$ cat src/rtl/pattern_scan_pkg.sv
// Shared types and constants for the serial pattern scan controller.
package pattern_scan_pkg;

    typedef enum logic [1:0] {
        ST_IDLE  = 2'd0,
        ST_LOAD  = 2'd1,
        ST_SHIFT = 2'd2,
        ST_DONE  = 2'd3
    } state_e;

    localparam int PAT_W_MAX = 16;
    // Fill counter must be able to hold the value PAT_W_MAX itself.
    localparam int FILL_W    = $clog2(PAT_W_MAX + 1);

endpackage

$ cat src/rtl/pattern_window.sv
// Bit-serial detection window: PAT_W shift register, fill counter and pattern
// comparator; hit is combinational on the bit being shifted this cycle.
module pattern_window
    import pattern_scan_pkg::*;
#(
    parameter int PAT_W = 4
) (
    input  logic             clk,
    input  logic             reset,
    input  logic             clr,
    input  logic             bit_en,
    input  logic             bit_in,
    input  logic [PAT_W-1:0] pattern,
    input  logic             overlap,
    output logic             hit
);

    localparam logic [FILL_W-1:0] FILL_FULL = FILL_W'(PAT_W);

    logic [PAT_W-1:0]  window_q, window_d, win_shift_s;
    logic [FILL_W-1:0] fill_q, fill_d, fill_shift_s;

    // Shift/compare: match is judged on the post-shift window and fill.
    always_comb begin
        win_shift_s  = (window_q << 1'b1) | PAT_W'(bit_in);
        fill_shift_s = (fill_q >= FILL_FULL) ? FILL_FULL : (fill_q + FILL_W'(1));
        window_d     = window_q;
        fill_d       = fill_q;
        hit          = 1'b0;
        if (clr) begin
            window_d = {PAT_W{1'b0}};
            fill_d   = {FILL_W{1'b0}};
        end else if (bit_en) begin
            window_d = win_shift_s;
            fill_d   = fill_shift_s;
            if ((fill_shift_s == FILL_FULL) && (win_shift_s == pattern)) begin
                hit = 1'b1;
                // Non-overlapping mode demands PAT_W fresh bits before the next hit.
                if (!overlap) begin
                    fill_d = {FILL_W{1'b0}};
                end else begin
                    fill_d = fill_shift_s;
                end
            end else begin
                hit = 1'b0;
            end
        end else begin
            window_d = window_q;
        end
    end

    // Window and fill state registers.
    always_ff @(posedge clk) begin
        if (reset) begin
            window_q <= {PAT_W{1'b0}};
            fill_q   <= {FILL_W{1'b0}};
        end else begin
            window_q <= window_d;
            fill_q   <= fill_d;
        end
    end

endmodule

$ cat src/rtl/pattern_scan_ctrl.sv
// Word-to-bit sequencing controller: accepts words over valid/ready, shifts them
// MSB-first through pattern_window, and counts/report matches per scan.
module pattern_scan_ctrl
    import pattern_scan_pkg::*;
#(
    parameter int DATA_W = 8,
    parameter int PAT_W  = 4,
    parameter int CNT_W  = 8
) (
    input  logic              clk,
    input  logic              reset,
    input  logic              start,
    input  logic [PAT_W-1:0]  cfg_pattern,
    input  logic              cfg_overlap,
    output logic              busy,
    input  logic              in_valid,
    output logic              in_ready,
    input  logic [DATA_W-1:0] in_data,
    input  logic              in_last,
    output logic              match_pulse,
    output logic [CNT_W-1:0]  match_count,
    output logic              count_sat,
    output logic              done
);

    localparam int               IDX_W   = (DATA_W > 1) ? $clog2(DATA_W) : 1;
    localparam logic [CNT_W-1:0] CNT_MAX = {CNT_W{1'b1}};
    localparam logic [IDX_W-1:0] IDX_TOP = IDX_W'(DATA_W - 1);

    state_e              state_q, state_d;
    logic [DATA_W-1:0]   word_q, word_d;
    logic                last_q, last_d;
    logic [IDX_W-1:0]    bit_idx_q, bit_idx_d;
    logic [PAT_W-1:0]    pattern_q, pattern_d;
    logic                overlap_q, overlap_d;
    logic [CNT_W-1:0]    match_count_q, match_count_d;
    logic                count_sat_q, count_sat_d;
    logic                match_pulse_q, match_pulse_d;
    logic                busy_q, busy_d;
    logic                in_ready_q, in_ready_d;
    logic                done_q, done_d;
    logic                clr_s;
    logic                bit_en_s;
    logic                hit_s;

    pattern_window #(
        .PAT_W (PAT_W)
    ) u_window (
        .clk     (clk),
        .reset   (reset),
        .clr     (clr_s),
        .bit_en  (bit_en_s),
        .bit_in  (word_q[bit_idx_q]),
        .pattern (pattern_q),
        .overlap (overlap_q),
        .hit     (hit_s)
    );

    // Next-state, datapath and match-counter logic.
    always_comb begin
        state_d       = state_q;
        word_d        = word_q;
        last_d        = last_q;
        bit_idx_d     = bit_idx_q;
        pattern_d     = pattern_q;
        overlap_d     = overlap_q;
        match_count_d = match_count_q;
        count_sat_d   = count_sat_q;
        clr_s         = 1'b0;
        bit_en_s      = 1'b0;

        case (state_q)
            ST_IDLE: begin
                if (start) begin
                    pattern_d     = cfg_pattern;
                    overlap_d     = cfg_overlap;
                    match_count_d = {CNT_W{1'b0}};
                    count_sat_d   = 1'b0;
                    clr_s         = 1'b1;
                    state_d       = ST_LOAD;
                end else begin
                    state_d = ST_IDLE;
                end
            end
            ST_LOAD: begin
                // in_ready is high for the whole of LOAD, so in_valid alone completes the handshake.
                if (in_valid) begin
                    word_d    = in_data;
                    last_d    = in_last;
                    bit_idx_d = IDX_TOP;
                    state_d   = ST_SHIFT;
                end else begin
                    state_d = ST_LOAD;
                end
            end
            ST_SHIFT: begin
                bit_en_s = 1'b1;
                if (bit_idx_q == {IDX_W{1'b0}}) begin
                    state_d = last_q ? ST_DONE : ST_LOAD;
                end else begin
                    bit_idx_d = bit_idx_q - IDX_W'(1);
                end
            end
            ST_DONE: begin
                state_d = ST_IDLE;
            end
            default: begin
                state_d = ST_IDLE;
            end
        endcase

        if (hit_s) begin
            if (match_count_q != CNT_MAX) begin
                match_count_d = match_count_q + CNT_W'(1);
            end else begin
                match_count_d = match_count_q;
            end
            if (match_count_d == CNT_MAX) begin
                count_sat_d = 1'b1;
            end else begin
                count_sat_d = count_sat_q;
            end
        end else begin
            match_count_d = match_count_d;
        end

        match_pulse_d = hit_s;
        busy_d        = (state_d != ST_IDLE);
        in_ready_d    = (state_d == ST_LOAD);
        done_d        = (state_d == ST_DONE);
    end

    // State, datapath and output registers.
    always_ff @(posedge clk) begin
        if (reset) begin
            state_q       <= ST_IDLE;
            word_q        <= {DATA_W{1'b0}};
            last_q        <= 1'b0;
            bit_idx_q     <= {IDX_W{1'b0}};
            pattern_q     <= {PAT_W{1'b0}};
            overlap_q     <= 1'b0;
            match_count_q <= {CNT_W{1'b0}};
            count_sat_q   <= 1'b0;
            match_pulse_q <= 1'b0;
            busy_q        <= 1'b0;
            in_ready_q    <= 1'b0;
            done_q        <= 1'b0;
        end else begin
            state_q       <= state_d;
            word_q        <= word_d;
            last_q        <= last_d;
            bit_idx_q     <= bit_idx_d;
            pattern_q     <= pattern_d;
            overlap_q     <= overlap_d;
            match_count_q <= match_count_d;
            count_sat_q   <= count_sat_d;
            match_pulse_q <= match_pulse_d;
            busy_q        <= busy_d;
            in_ready_q    <= in_ready_d;
            done_q        <= done_d;
        end
    end

    assign busy        = busy_q;
    assign in_ready    = in_ready_q;
    assign done        = done_q;
    assign match_pulse = match_pulse_q;
    assign match_count = match_count_q;
    assign count_sat   = count_sat_q;

endmodule

$ cat config.mk
export PLATFORM = sky130hd
export DESIGN_NAME = pattern_scan_ctrl
export DESIGN_NICKNAME = d
export VERILOG_FILES = /design/src/rtl/pattern_scan_pkg.sv /design/src/rtl/pattern_window.sv /design/src/rtl/pattern_scan_ctrl.sv
export SDC_FILE = /design/constraint.sdc
export NUM_CORES = 1
export LEC_CHECK = 0
export ABC_AREA = 1
export CORE_ASPECT_RATIO = 0.5
export CORE_MARGIN = 8
export CORE_UTILIZATION = 52
export CTS_CLUSTER_DIAMETER = 60
export DETAILED_ROUTE_END_ITERATION = 8
export PLACE_DENSITY_LB_ADDON = 0.15
export SYNTH_ARGS = -nofsm -noshare
export SYNTH_HDL_FRONTEND = slang
export SYNTH_HIERARCHICAL = 1
export SYNTH_SLANG_ARGS = --single-unit
$ cat constraint.sdc
create_clock -name clk -period 2.5 [get_ports clk]
set_input_delay 0.25 -clock clk [delete_from_list [all_inputs] [get_ports clk]]
set_output_delay 0.25 -clock clk [all_outputs]
set_load 0.005 [all_outputs]
==> run summary <==
* finished clean — result of the run
* 86.6% — final period utilization
* clkbuf_8 — Clock Root Buffer
* 28 — number of distinct library cells after synthesis
* 0.40 ns — maximum cell stage delay along the critical path
* 11.9 µm — Wirelength per Cell
* 265 — Syn Inst Count
* 0.29 ns — worst-skew pair later-pin latency
* 353 — filler-free cell count of the finished design
* nand2_1, dfxtp_1, inv_1, nor2_1, o21ai_0 — list of most frequent post-synthesis cells
* 0 — Final Max Tran Viols
* 2.17 ns — min Tclk post-route
* inv_2, a21oi_1, o21ai_0, nand2_1, nor2_1, a31oi_1, xnor2_1, nand2_1, nor2_1, nand3_1, nor2_1, buf_4, nor2_2, a32o_2 — CP Cell Sequence
* 3270 µm — HPWL reported at the end of detailed placement
* 0 — number of antenna violations at the first check in global routing
* 0.321 ns — Worst-Margin Slew
* 0.33 ns — r2r setup slk
* 40 — Sinks on Clock Net
* 0.00724 ns — worst clock skew
* 14 — Worst Reg-to-Reg Cells
* 0 ns — post-route setup TNS
* 31 — number of ports placed on the die boundary
* 1880 µm² — Mapped Area
* 54.5% — Starting Density
* bit_idx_q[0] — Worst R2R Start
* 30 — number of input and output port buffers inserted
* 2.69 ns — critical path required time
* 324 — Final nets
* 0 — Max-Cap Viols
* 288 — net count of the mapped netlist
* 66 — Detailed Route Iter0 Violations
* 42.5% — area share of the largest cell type after synthesis
* last_q — Worst Hold Endpoint
* 0 — setup violators final
* 2 — number of stages on the worst hold path
* 3450 µm² — Placeable Area
* 6 — Yosys Warn Count
* 2260 µm² — cell area after placement
* 15 — largest net degree at the start of global routing
* 0% — async set-or-reset flop fraction in the synthesized netlist
* 4.92 — number of vias per cell after detailed routing
* 1,523 — via count of the first global-routing pass
* 0 — count of cells resized by post-cts repair
* 25.5% — layout-stage area growth over the synthesis result
* flip-flop to flip-flop — worst hold path class
* 569 nW/µm² — power per standard cell area
* 1340 µW — total chip power
* 0 — post-detailed-route count of antenna-violating nets
* 0.822 — global placement routability congestion
* 5 — number of buffers added by the clock tree synthesis step
* 8 — Crit Path Max Fanout
* 42.5% — portion of the post-synthesis area used by sequential elements
* 0 — number of enable-type register cells in the synthesized netlist
* last_q — Hold Startpoint
* 0.462 mV — VDD IR-drop max
* nand2_1 — most repeated cell in the gate-level netlist after synthesis
* 0.000997 µW — Lkg Pwr
* 0 — hold-fix buffer count after cts
* 2 — Longest Clk Path Bufs
* dfxtp_1 — cell taking the most area after synthesis
* 7.11 µm² — post-synthesis area per instance
* 5920 µm² — area of the die
* 0 — Final Hold Violating Endpoints
* 15 — Rows
* 2 — H-tree level count
* 78.6% — worst relative slew slack
* 0 — remaining design rule violation count
* dfxtp_1, nand2_1, inv_1 — cell types with the largest area share after synthesis
* built — TritonCTS clock tree
* 0 — buffer count from post-CTS setup fixing
* 328 — final-layout fill cell count
* 4 — Pre-Repair DR Iteration Count
* 2360 µm² — final instance area
* 2.35 ns — CP arrival
* 4210 µm — detailed-route wire length
* 1,737 — via count
* 0.462 GHz — highest clock rate
* flip-flop — element type at the critical path end
* dfxtp_1 — slowest CP cell
* flip-flop to flip-flop — category of the critical setup timing path
* 9.93% — fraction of layout instances using a drive strength above 1
* dfxtp_1 — commonest register cell after synthesis
* 0 — GRT overflow
* 0.08 ns — post-CTS clock slew at the launch and capture registers of the worst setup and hold paths
* 6970 µm — wire length of the first global-routing pass
* 14.7% — All-Layer GR Usage
* match_count[7] — worst flop-to-flop path endpoint
* 345 — post-placement cell count
* flip-flop — type of origin of the critical path
* 68.4% — Finished Core Util
* 58.6 µm — Die H
* 0 — Diodes inserted
* no — unrepaired setup endpoints after global routing
* nor2_1 — most numerous cell on the critical path
* 101 µm — die boundary width
* 40 — synthesized flop and latch total
[cells by family after synthesis]
family / after synthesis / share of synthesized area, %
AO/OA/AOI/OAI: 52 / 15.5
XOR/XNOR: 5 / 2.33
adder cells (fa/ha/maj): 5 / 3.32
buffers and inverters: 44 / 8.90
flip-flops: 40 / 42.5
AND/OR/NAND/NOR: 119 / 27.4
[placed cells by master, fill, tap and decap left out]
| cell | n |
|---|---|
| a211oi_1 | 1 |
| a21oi_1 | 19 |
| a21oi_2 | 1 |
| a31oi_1 | 1 |
| a32o_1 | 3 |
| a32o_2 | 1 |
| buf_4 | 4 |
| bufinv_16 | 1 |
| clkbuf_1 | 1 |
| clkbuf_8 | 5 |
| clkdlybuf4s50_1 | 30 |
| clkinv_2 | 1 |
| dfxtp_1 | 40 |
| ha_1 | 5 |
| inv_1 | 35 |
| inv_2 | 4 |
| nand2_1 | 54 |
| nand2_2 | 2 |
| nand2_4 | 1 |
| nand3_1 | 14 |
| nand4_1 | 2 |
| nor2_1 | 36 |
| nor2_2 | 7 |
| nor2_4 | 2 |
| o21ai_0 | 21 |
| o21ai_1 | 3 |
| o22ai_1 | 2 |
| or2_2 | 1 |
| xnor2_1 | 4 |
| xor2_1 | 1 |
[report_power, final]
| part | total [µW] | internal (µW) | switching [µW] |
|---|---|---|---|
| Clock | 515 | 296 | 219 |
| Sequential | 677 | 664 | 13.6 |
| Combinational | 151 | 69.7 | 81.6 |
| Total | 1340 | 1030 | 314 |
[worst max-delay path by stage]
stage                 startpoint              to  slack (ns)
floorplan           bit_idx_q[0]  match_count[7]        0.46
global placement    bit_idx_q[0]  match_count[7]        0.38
detailed placement  bit_idx_q[0]  match_count[7]        0.29
CTS                 bit_idx_q[0]  match_count[7]        0.29
global route        bit_idx_q[0]  match_count[7]        0.05
finish              bit_idx_q[0]  match_count[7]        0.33
[sequential cells by signal, summed over array words and instances, names as in the netlist]
signal / count
u_window/window_q: 3
in_ready: 1
count_sat: 1
u_window/fill_q: 5
busy: 1
last_q: 1
overlap_q: 1
pattern_q: 4
match_pulse: 1
done: 1
bit_idx_q: 3
state_q: 2
match_count: 8
word_q: 8
[critical path, delay by kind of cell, from the launching register on]
kind	cells	cell delay [ns]
AOI/OAI and AO/OA	4	0.68
DFF	1	0.40
buffers and inverters	2	0.25
xor gates and xnor gates	1	0.15
and+or+nand+nor	7	0.57
[area by class of cell]
class / instances / area (µm²) / area share (%)
inverters: 39 / 146 / 6.19
clock buffers: 6 / 72.6 / 3.07
multi-input cells: 181 / 915 / 38.7
clock inverters: 2 / 35.0 / 1.48
well taps: 51 / 63.8 / 2.70
flip-flops and latches: 40 / 801 / 33.9
repair buffers: 34 / 330 / 14.0
[stage by stage]
| step | setup WS (ns) | hold WS, ns |
|---|---|---|
| 5_1_grt | 0.0517 | 0.485 |
| 3_5_place_dp | 0.290 | 0.443 |
| 3_3_place_gp | 0.382 | 0.438 |
| 6_report | 0.334 | 0.451 |
| 4_1_cts | 0.290 | 0.455 |
| 2_1_floorplan | 0.455 | 0.385 |
[layer usage]
| layer | vias up | share of wire (%) | track usage (%) |
|---|---|---|---|
| li1 | 915 | - | - |
| met1 | 774 | 51 | 20.3 |
| met2 | 46 | 42 | 21.6 |
| met3 | 2 | 6.1 | 4.35 |
| met4 | 0 | 0.24 | 3.77 |
| met5 | - | 0 | 0 |
(Power assumes the default switching activity.)
